===== src/rtl/reminder_pkg.sv =====
// Shared types and default constants for the reminder scheduler.
// The slot struct describes one entry of the reminder table.
package reminder_pkg;

    localparam int NUM_SLOTS   = 8;
    localparam int SEC_W       = 17;
    localparam int DAY_SECONDS = 86400;
    localparam int TIMEOUT_SEC = 60;
    localparam int SNOOZE_SEC  = 300;

    typedef enum logic {
        IDLE  = 1'b0,
        ALERT = 1'b1
    } state_t;

    typedef struct packed {
        logic             en;
        logic [SEC_W-1:0] tod;
        logic             snooze_valid;
        logic [SEC_W-1:0] snooze_time;
    } slot_t;

endpackage


===== src/rtl/reminder_slot.sv =====
// One reminder table entry: programmed time, snooze time and the due (pending) flag.
// Matches compare against the seconds value that the day counter takes on this tick.
module reminder_slot
    import reminder_pkg::*;
(
    input  logic             clk_int,
    input  logic             rst_int,
    input  logic             tick_1s,
    input  logic [SEC_W-1:0] day_next,
    input  logic             cfg_we,
    input  logic             cfg_en,
    input  logic [SEC_W-1:0] cfg_time,
    input  logic             clr_pending,
    input  logic             snz_set,
    input  logic [SEC_W-1:0] snz_time,
    output logic             pending
);

    slot_t slot_q;
    logic  hit_base;
    logic  hit_snz;
    logic  disable_w;

    // Compares use the registered table, so a same-edge write only affects later matches.
    assign hit_base  = tick_1s & slot_q.en & (slot_q.tod == day_next);
    assign hit_snz   = tick_1s & slot_q.snooze_valid & (slot_q.snooze_time == day_next);
    assign disable_w = cfg_we & ~cfg_en;

    always_ff @(posedge clk_int or negedge rst_int) begin
        if (!rst_int) begin
            slot_q  <= '0;
            pending <= 1'b0;
        end else begin
            if (cfg_we) begin
                slot_q.en  <= cfg_en;
                slot_q.tod <= cfg_time;
            end

            if (disable_w) begin
                slot_q.snooze_valid <= 1'b0;
            end else if (snz_set) begin
                slot_q.snooze_valid <= 1'b1;
                slot_q.snooze_time  <= snz_time;
            end else if (hit_snz) begin
                slot_q.snooze_valid <= 1'b0;
            end

            // A fresh match outranks the clear from ack/timeout of the same edge.
            if (disable_w) begin
                pending <= 1'b0;
            end else if (hit_base | hit_snz) begin
                pending <= 1'b1;
            end else if (clr_pending) begin
                pending <= 1'b0;
            end
        end
    end

endmodule


===== src/rtl/reminder_scheduler.sv =====
// Reminder controller: seconds-of-day counter, slot table, fixed-priority arbitration,
// single-alert FSM with acknowledge, timeout and snooze, and registered indicators.
module reminder_scheduler
    import reminder_pkg::*;
#(
    parameter int NUM_SLOTS   = reminder_pkg::NUM_SLOTS,
    parameter int SEC_W       = reminder_pkg::SEC_W,
    parameter int DAY_SECONDS = reminder_pkg::DAY_SECONDS,
    parameter int TIMEOUT_SEC = reminder_pkg::TIMEOUT_SEC,
    parameter int SNOOZE_SEC  = reminder_pkg::SNOOZE_SEC
) (
    input  logic                         clk_int,
    input  logic                         rst_int,
    input  logic                         tick_1s,
    input  logic                         ack,
    input  logic                         cfg_we,
    input  logic [$clog2(NUM_SLOTS)-1:0] cfg_idx,
    input  logic [SEC_W-1:0]             cfg_time,
    input  logic                         cfg_en,
    output logic                         cfg_err,
    output logic [SEC_W-1:0]             day_sec,
    output logic [NUM_SLOTS-1:0]         led,
    output logic                         cube,
    output logic [NUM_SLOTS-1:0]         pending
);

    localparam int               IDX_W    = $clog2(NUM_SLOTS);
    localparam int               TMO_W    = $clog2(TIMEOUT_SEC + 1);
    localparam logic [SEC_W-1:0] DAY_LAST = SEC_W'(DAY_SECONDS - 1);
    localparam logic [SEC_W:0]   DAY_LIM  = (SEC_W + 1)'(DAY_SECONDS);
    localparam logic [SEC_W-1:0] SNZ_OFS  = SEC_W'(SNOOZE_SEC);
    localparam logic [TMO_W-1:0] TMO_LAST = TMO_W'(TIMEOUT_SEC - 1);

    function automatic logic [SEC_W-1:0] inc_wrap(input logic [SEC_W-1:0] s);
        return (s == DAY_LAST) ? '0 : s + 1'b1;
    endfunction

    function automatic logic [SEC_W-1:0] add_wrap(input logic [SEC_W-1:0] s,
                                                  input logic [SEC_W-1:0] d);
        logic [SEC_W:0] sum;
        sum = {1'b0, s} + {1'b0, d};
        if (sum >= DAY_LIM) begin
            sum = sum - DAY_LIM;
        end
        return sum[SEC_W-1:0];
    endfunction

    state_t               state;
    state_t               state_nxt;
    logic [IDX_W-1:0]     act_idx;
    logic [IDX_W-1:0]     win_idx;
    logic [TMO_W-1:0]     tmo_cnt;
    logic                 ack_q;
    logic                 ack_rise;
    logic                 timeout;
    logic                 cfg_ok;
    logic                 kill_act;
    logic [SEC_W-1:0]     day_next;
    logic [SEC_W-1:0]     snz_time;
    logic [NUM_SLOTS-1:0] slot_we;
    logic [NUM_SLOTS-1:0] clr_vec;
    logic [NUM_SLOTS-1:0] snz_vec;
    logic [NUM_SLOTS-1:0] led_nxt;
    logic                 cube_nxt;

    assign day_next = inc_wrap(day_sec);
    // Snooze is measured from the seconds value that becomes current on the timeout edge.
    assign snz_time = add_wrap(day_next, SNZ_OFS);
    assign ack_rise = ack & ~ack_q;
    assign cfg_ok   = cfg_we & ({1'b0, cfg_time} < DAY_LIM);
    assign timeout  = (state == ALERT) & tick_1s & (tmo_cnt == TMO_LAST);
    assign kill_act = slot_we[act_idx] & ~cfg_en;

    always_comb begin
        slot_we = '0;
        if (cfg_ok) begin
            slot_we[cfg_idx] = 1'b1;
        end
    end

    // Lowest pending index wins.
    always_comb begin
        win_idx = '0;
        for (int i = NUM_SLOTS - 1; i >= 0; i--) begin
            if (pending[i]) begin
                win_idx = IDX_W'(i);
            end
        end
    end

    always_comb begin
        state_nxt = state;
        clr_vec   = '0;
        snz_vec   = '0;
        led_nxt   = led;
        cube_nxt  = cube;
        case (state)
            IDLE: begin
                if (|pending) begin
                    state_nxt        = ALERT;
                    led_nxt          = '0;
                    led_nxt[win_idx] = 1'b1;
                    cube_nxt         = 1'b1;
                end
            end
            ALERT: begin
                // Ack is checked before timeout so a coincident ack suppresses the snooze.
                if (kill_act) begin
                    state_nxt = IDLE;
                    led_nxt   = '0;
                    cube_nxt  = 1'b0;
                end else if (ack_rise) begin
                    state_nxt        = IDLE;
                    clr_vec[act_idx] = 1'b1;
                    led_nxt          = '0;
                    cube_nxt         = 1'b0;
                end else if (timeout) begin
                    state_nxt        = IDLE;
                    clr_vec[act_idx] = 1'b1;
                    snz_vec[act_idx] = 1'b1;
                    led_nxt          = '0;
                    cube_nxt         = 1'b0;
                end
            end
            default: begin
                state_nxt = IDLE;
                led_nxt   = '0;
                cube_nxt  = 1'b0;
            end
        endcase
    end

    always_ff @(posedge clk_int or negedge rst_int) begin
        if (!rst_int) begin
            day_sec <= '0;
            ack_q   <= 1'b0;
            cfg_err <= 1'b0;
            state   <= IDLE;
            act_idx <= '0;
            tmo_cnt <= '0;
            led     <= '0;
            cube    <= 1'b0;
        end else begin
            if (tick_1s) begin
                day_sec <= day_next;
            end
            ack_q   <= ack;
            cfg_err <= cfg_we & ~cfg_ok;
            state   <= state_nxt;
            led     <= led_nxt;
            cube    <= cube_nxt;
            if (state == IDLE && state_nxt == ALERT) begin
                act_idx <= win_idx;
            end
            if (state == IDLE) begin
                tmo_cnt <= '0;
            end else if (tick_1s) begin
                tmo_cnt <= tmo_cnt + 1'b1;
            end
        end
    end

    for (genvar g = 0; g < NUM_SLOTS; g++) begin : g_slot
        reminder_slot u_slot (
            .clk_int     (clk_int),
            .rst_int     (rst_int),
            .tick_1s     (tick_1s),
            .day_next    (day_next),
            .cfg_we      (slot_we[g]),
            .cfg_en      (cfg_en),
            .cfg_time    (cfg_time),
            .clr_pending (clr_vec[g]),
            .snz_set     (snz_vec[g]),
            .snz_time    (snz_time),
            .pending     (pending[g])
        );
    end

endmodule


===== config.mk =====
export PLATFORM = sky130hd
export DESIGN_NAME = reminder_scheduler
export DESIGN_NICKNAME = d
export VERILOG_FILES = /design/src/rtl/reminder_pkg.sv /design/src/rtl/reminder_slot.sv /design/src/rtl/reminder_scheduler.sv
export SDC_FILE = /design/constraint.sdc
export NUM_CORES = 1
export LEC_CHECK = 0
export ABC_AREA = 1
export CAP_MARGIN = 20
export CORE_ASPECT_RATIO = 1.4
export CORE_MARGIN = 2
export CORE_UTILIZATION = 30
export DETAILED_ROUTE_END_ITERATION = 10
export HOLD_SLACK_MARGIN = 0.03
export PLACE_DENSITY = 0.56
export SLEW_MARGIN = 20
export SYNTH_ARGS = -nofsm -noshare
export SYNTH_HDL_FRONTEND = slang
export SYNTH_SLANG_ARGS = --single-unit

===== constraint.sdc =====
create_clock -name clk_int -period 3.8 [get_ports clk_int]
set_input_delay 0.57 -clock clk_int [delete_from_list [all_inputs] [get_ports clk_int]]
set_output_delay 0.57 -clock clk_int [all_outputs]
set_load 0.05 [all_outputs]

==> run_results.csv <==
group,metric,value,unit
status,status,"finished clean",
clock_network,numCtsBuffers,39,
power,p_sw_frac,0.372,
die,rows,105,
placement,place_hpwl,42700,µm
timing,period_share,0.910,
timing,final.setup.tns,0,ps
finish,most-common-layout-cells,"nand2_1, dfrtp_1, o21ai_0, nor2_1, inv_1",
power,p_leak,9.84,nW
clock_network,cts_hold_buf,0,
clock_network,ctsRootBufferMaster,"clkbuf_16",
power,power.density,575,nW/µm²
logic_synthesis,synth_area,17600,µm²
placement,place_congestion,0.923,
die,dieArea,60600,µm²
setup_path,critPathLaunchType,"register",
timing,hold_viol_final,0,
die,io_pins,61,
setup_path,critPathKind,"register to register",
timing,clock.fmax,289,MHz
routing,ant_nets,0,
power,p_seq_frac,0.366,
clock_network,worstSkewPairLatency,560,ps
routing,via_per_inst,5.01,
setup_path,worst-path-max-fanout,11,
die,core,58300,µm²
power,pwr-share-clk,0.322,
setup_path,cp.required,4300,ps
clock_network,cts_buffer_depth,3,
logic_synthesis,synth_cell_types,42,
power,p_sw,4.41,mW
logic_synthesis,synth_nets,2276,
placement,dpl_cell_area,19300,µm²
die,start_util,0.302,
clock_network,cts_sinks,334,
power,vdd_ir_drop_max,0.000358,V
timing,relSlewSlack,0.346,
finish,final_cell_area,20600,µm²
routing,drc,0,
timing,period_minus_slack,3460,ps
global_routing,antenna_found_initial,0,
global_routing,grt-ovfl-total,0,
global_routing,grt_max_degree,92,
clock_network,cts_tree,"done",
routing,wire_per_inst,19.2,µm
power,internal-power,7.45,mW
clock_network,ctsHtreeMaxLevel,2,
timing,setup_violations,0,
clock_network,clk_pin_slew,60,ps
setup_path,endpoint_kind,"register",
finish,drive_gt1_frac,0.0923,
logic_synthesis,ys_warn_count,0,
logic_synthesis,avgSynthCellArea,7.83,µm²
timing,rsz0062_at_grt,"false",
logic_synthesis,synth-edff-count,0,
finish,final_common_cell,"nand2_1",
logic_synthesis,async_reset_ff_frac,1.00,
logic_synthesis,ys_ff_latch,334,
timing,worstMarginPinSlew,971,ps
routing,drtIter0Drc,1089,
worst_hold_path,hp-class,"input port to asynchronous set/reset pin",
finish,area_delta_synth_final,17.2,%
die,die_y,291,µm
finish,final_nets,2344,
die,die_x,209,µm
timing,maxSlewViolCount,0,
logic_synthesis,synth-main-ff-cell,"dfrtp_1",
placement,io_buffers,60,
finish,num-fill-cells,6107,
routing,dr.pass1.iters,7,
timing,final.setup_skew,20.1,ps
routing,vias,15475,
logic_synthesis,synth.area.top_cells,"dfrtp_1, nand2_1, o21ai_0",
logic_synthesis,ys_seq_area_frac,0.475,
routing,wl,59300,µm
run,maxCapViolCount,0,
logic_synthesis,synth_top_cell_area_share,0.475,
power,p_comb_frac,0.312,
setup_path,critPathArrivalTime,3960,ps
global_routing,grt_first_pass_wirelength,91200,µm
global_routing,grtUsageTotal,0.196,
logic_synthesis,syn-instance-count,2246,
global_routing,grt_pass1_vias,15293,
logic_synthesis,yosys.area.top_type,"dfrtp_1",
synthesized netlist by cell type (all sizes together) (2+ instances only):
library cell / n
a2111oi: 18
a211oi: 11
a21oi: 34
a221oi: 4
a22o: 2
a31oi: 2
buf: 27
clkbuf: 81
clkinv: 4
dfrtp: 334
ha: 4
inv: 153
nand2: 724
nand3: 129
nand3b: 4
nand4: 36
nor2: 167
nor3: 37
nor4: 11
o2111ai: 16
o211ai: 3
o21a: 2
o21ai: 252
o21bai: 4
o22ai: 15
or2: 26
xnor2: 58
xor2: 84
metal layers:
metal  track usage  part of all wire
met1         0.234              0.41
met2         0.345              0.49
met3        0.0265             0.045
met4        0.0993             0.047
met5             0                 0
worst paths after layout:
kind                                               end                   startpoint  cells after the start  slack, ps
max                        g_slot[4].u_slot.slot_q[11]                   day_sec[0]                     21        340
min                        g_slot[4].u_slot.slot_q[13]                      rst_int                      1         40
max reg2reg                g_slot[4].u_slot.slot_q[11]                   day_sec[0]                     21        340
min reg2reg                g_slot[7].u_slot.slot_q[32]  g_slot[7].u_slot.slot_q[32]                      2        490
max in group asynchronous  g_slot[1].u_slot.slot_q[28]                      rst_int                      2       2710
min in group clk_int       g_slot[7].u_slot.slot_q[32]  g_slot[7].u_slot.slot_q[32]                      2        490
critical path, stage by stage (launching register included):
cell and delay [ps]:
dfrtp_2 450, ha_1 250, nand3_2 130, nor2_1 60
nand3_1 180, nand2_1 110, ha_1 240, o21ai_0 180
inv_1 130, nor2_2 190, nand3_1 110, nand2_2 100
nand3_1 90, nand2_2 140, nand2_1 100, nor2_4 130
nand2_2 190, nand3_4 190, nand2_2 60, nand2_2 210
nand2_1 80, nand2_1 80
cell families (layout without fill, tap and decap cells):
kind of cell,after synthesis,count (layout),synth area share
AOI/OAI and AO/OA,366,366,0.118
DFF,334,334,0.475
other,0,1,0
buffers and inverters,265,359,0.0592
adders and majority gates,4,4,0.00284
and+or+nand+nor,1135,1136,0.274
xor gates and xnor gates,142,142,0.0707
metrics by stage:
step / worst slack, ps / instances / utilization / power [mW] / hold WS, ps
6_report: 343 / 3091 / 0.353 / 11.9 / 40.7
5_1_grt: 8.85 / 3090 / 0.353 / 12.5 / 94.4
4_1_cts: 277 / 3088 / 0.353 / 11.9 / 89.2
3_5_place_dp: 206 / 3020 / 0.331 / 8.09 / 476
3_3_place_gp: 301 / 3020 / 0.331 / 8.05 / 468
2_1_floorplan: 7.00 / 2246 / - / 6.65 / 274
power groups by stage:
stage / Sequential (mW) / Combinational (mW) / Clock, mW
after detailed placement: 4.40 / 3.69 / 0
after CTS: 4.34 / 3.71 / 3.90
after global placement: 4.38 / 3.67 / 0
final: 4.34 / 3.70 / 3.82
after floorplan: 4.52 / 2.12 / 0
after global routing: 4.40 / 4.06 / 4.05
timing repair:
| action | 4_1_cts | 5_1_grt |
|---|---|---|
| setup endpoints to repair | 0 | 29 |
| buffers inserted | 0 | 1 |
| resized for setup | 0 | 2 |
state kept, by name, summed over array words and instances (netlist names):
| signal | cells |
|---|---|
| cube | 1 |
| act_idx | 3 |
| led | 8 |
| g_slot.u_slot.slot_q | 288 |
| g_slot.u_slot.pending | 8 |
| tmo_cnt | 6 |
| state | 1 |
| ack_q | 1 |
| cfg_err | 1 |
| day_sec | 17 |
cell type report:
| class | count | area [µm²] | share of cell area |
|---|---|---|---|
| multi-input cells | 1648 | 8230 | 0.399 |
| well taps | 749 | 937 | 0.0455 |
| repair buffers | 134 | 1220 | 0.0594 |
| diodes | 1 | 2.50 | 0.000121 |
| inverters | 157 | 589 | 0.0286 |
| clock inverters | 15 | 189 | 0.00916 |
| clock buffers | 53 | 1090 | 0.0528 |
| flip-flops and latches | 334 | 8360 | 0.406 |
(Power assumes the default switching activity.)
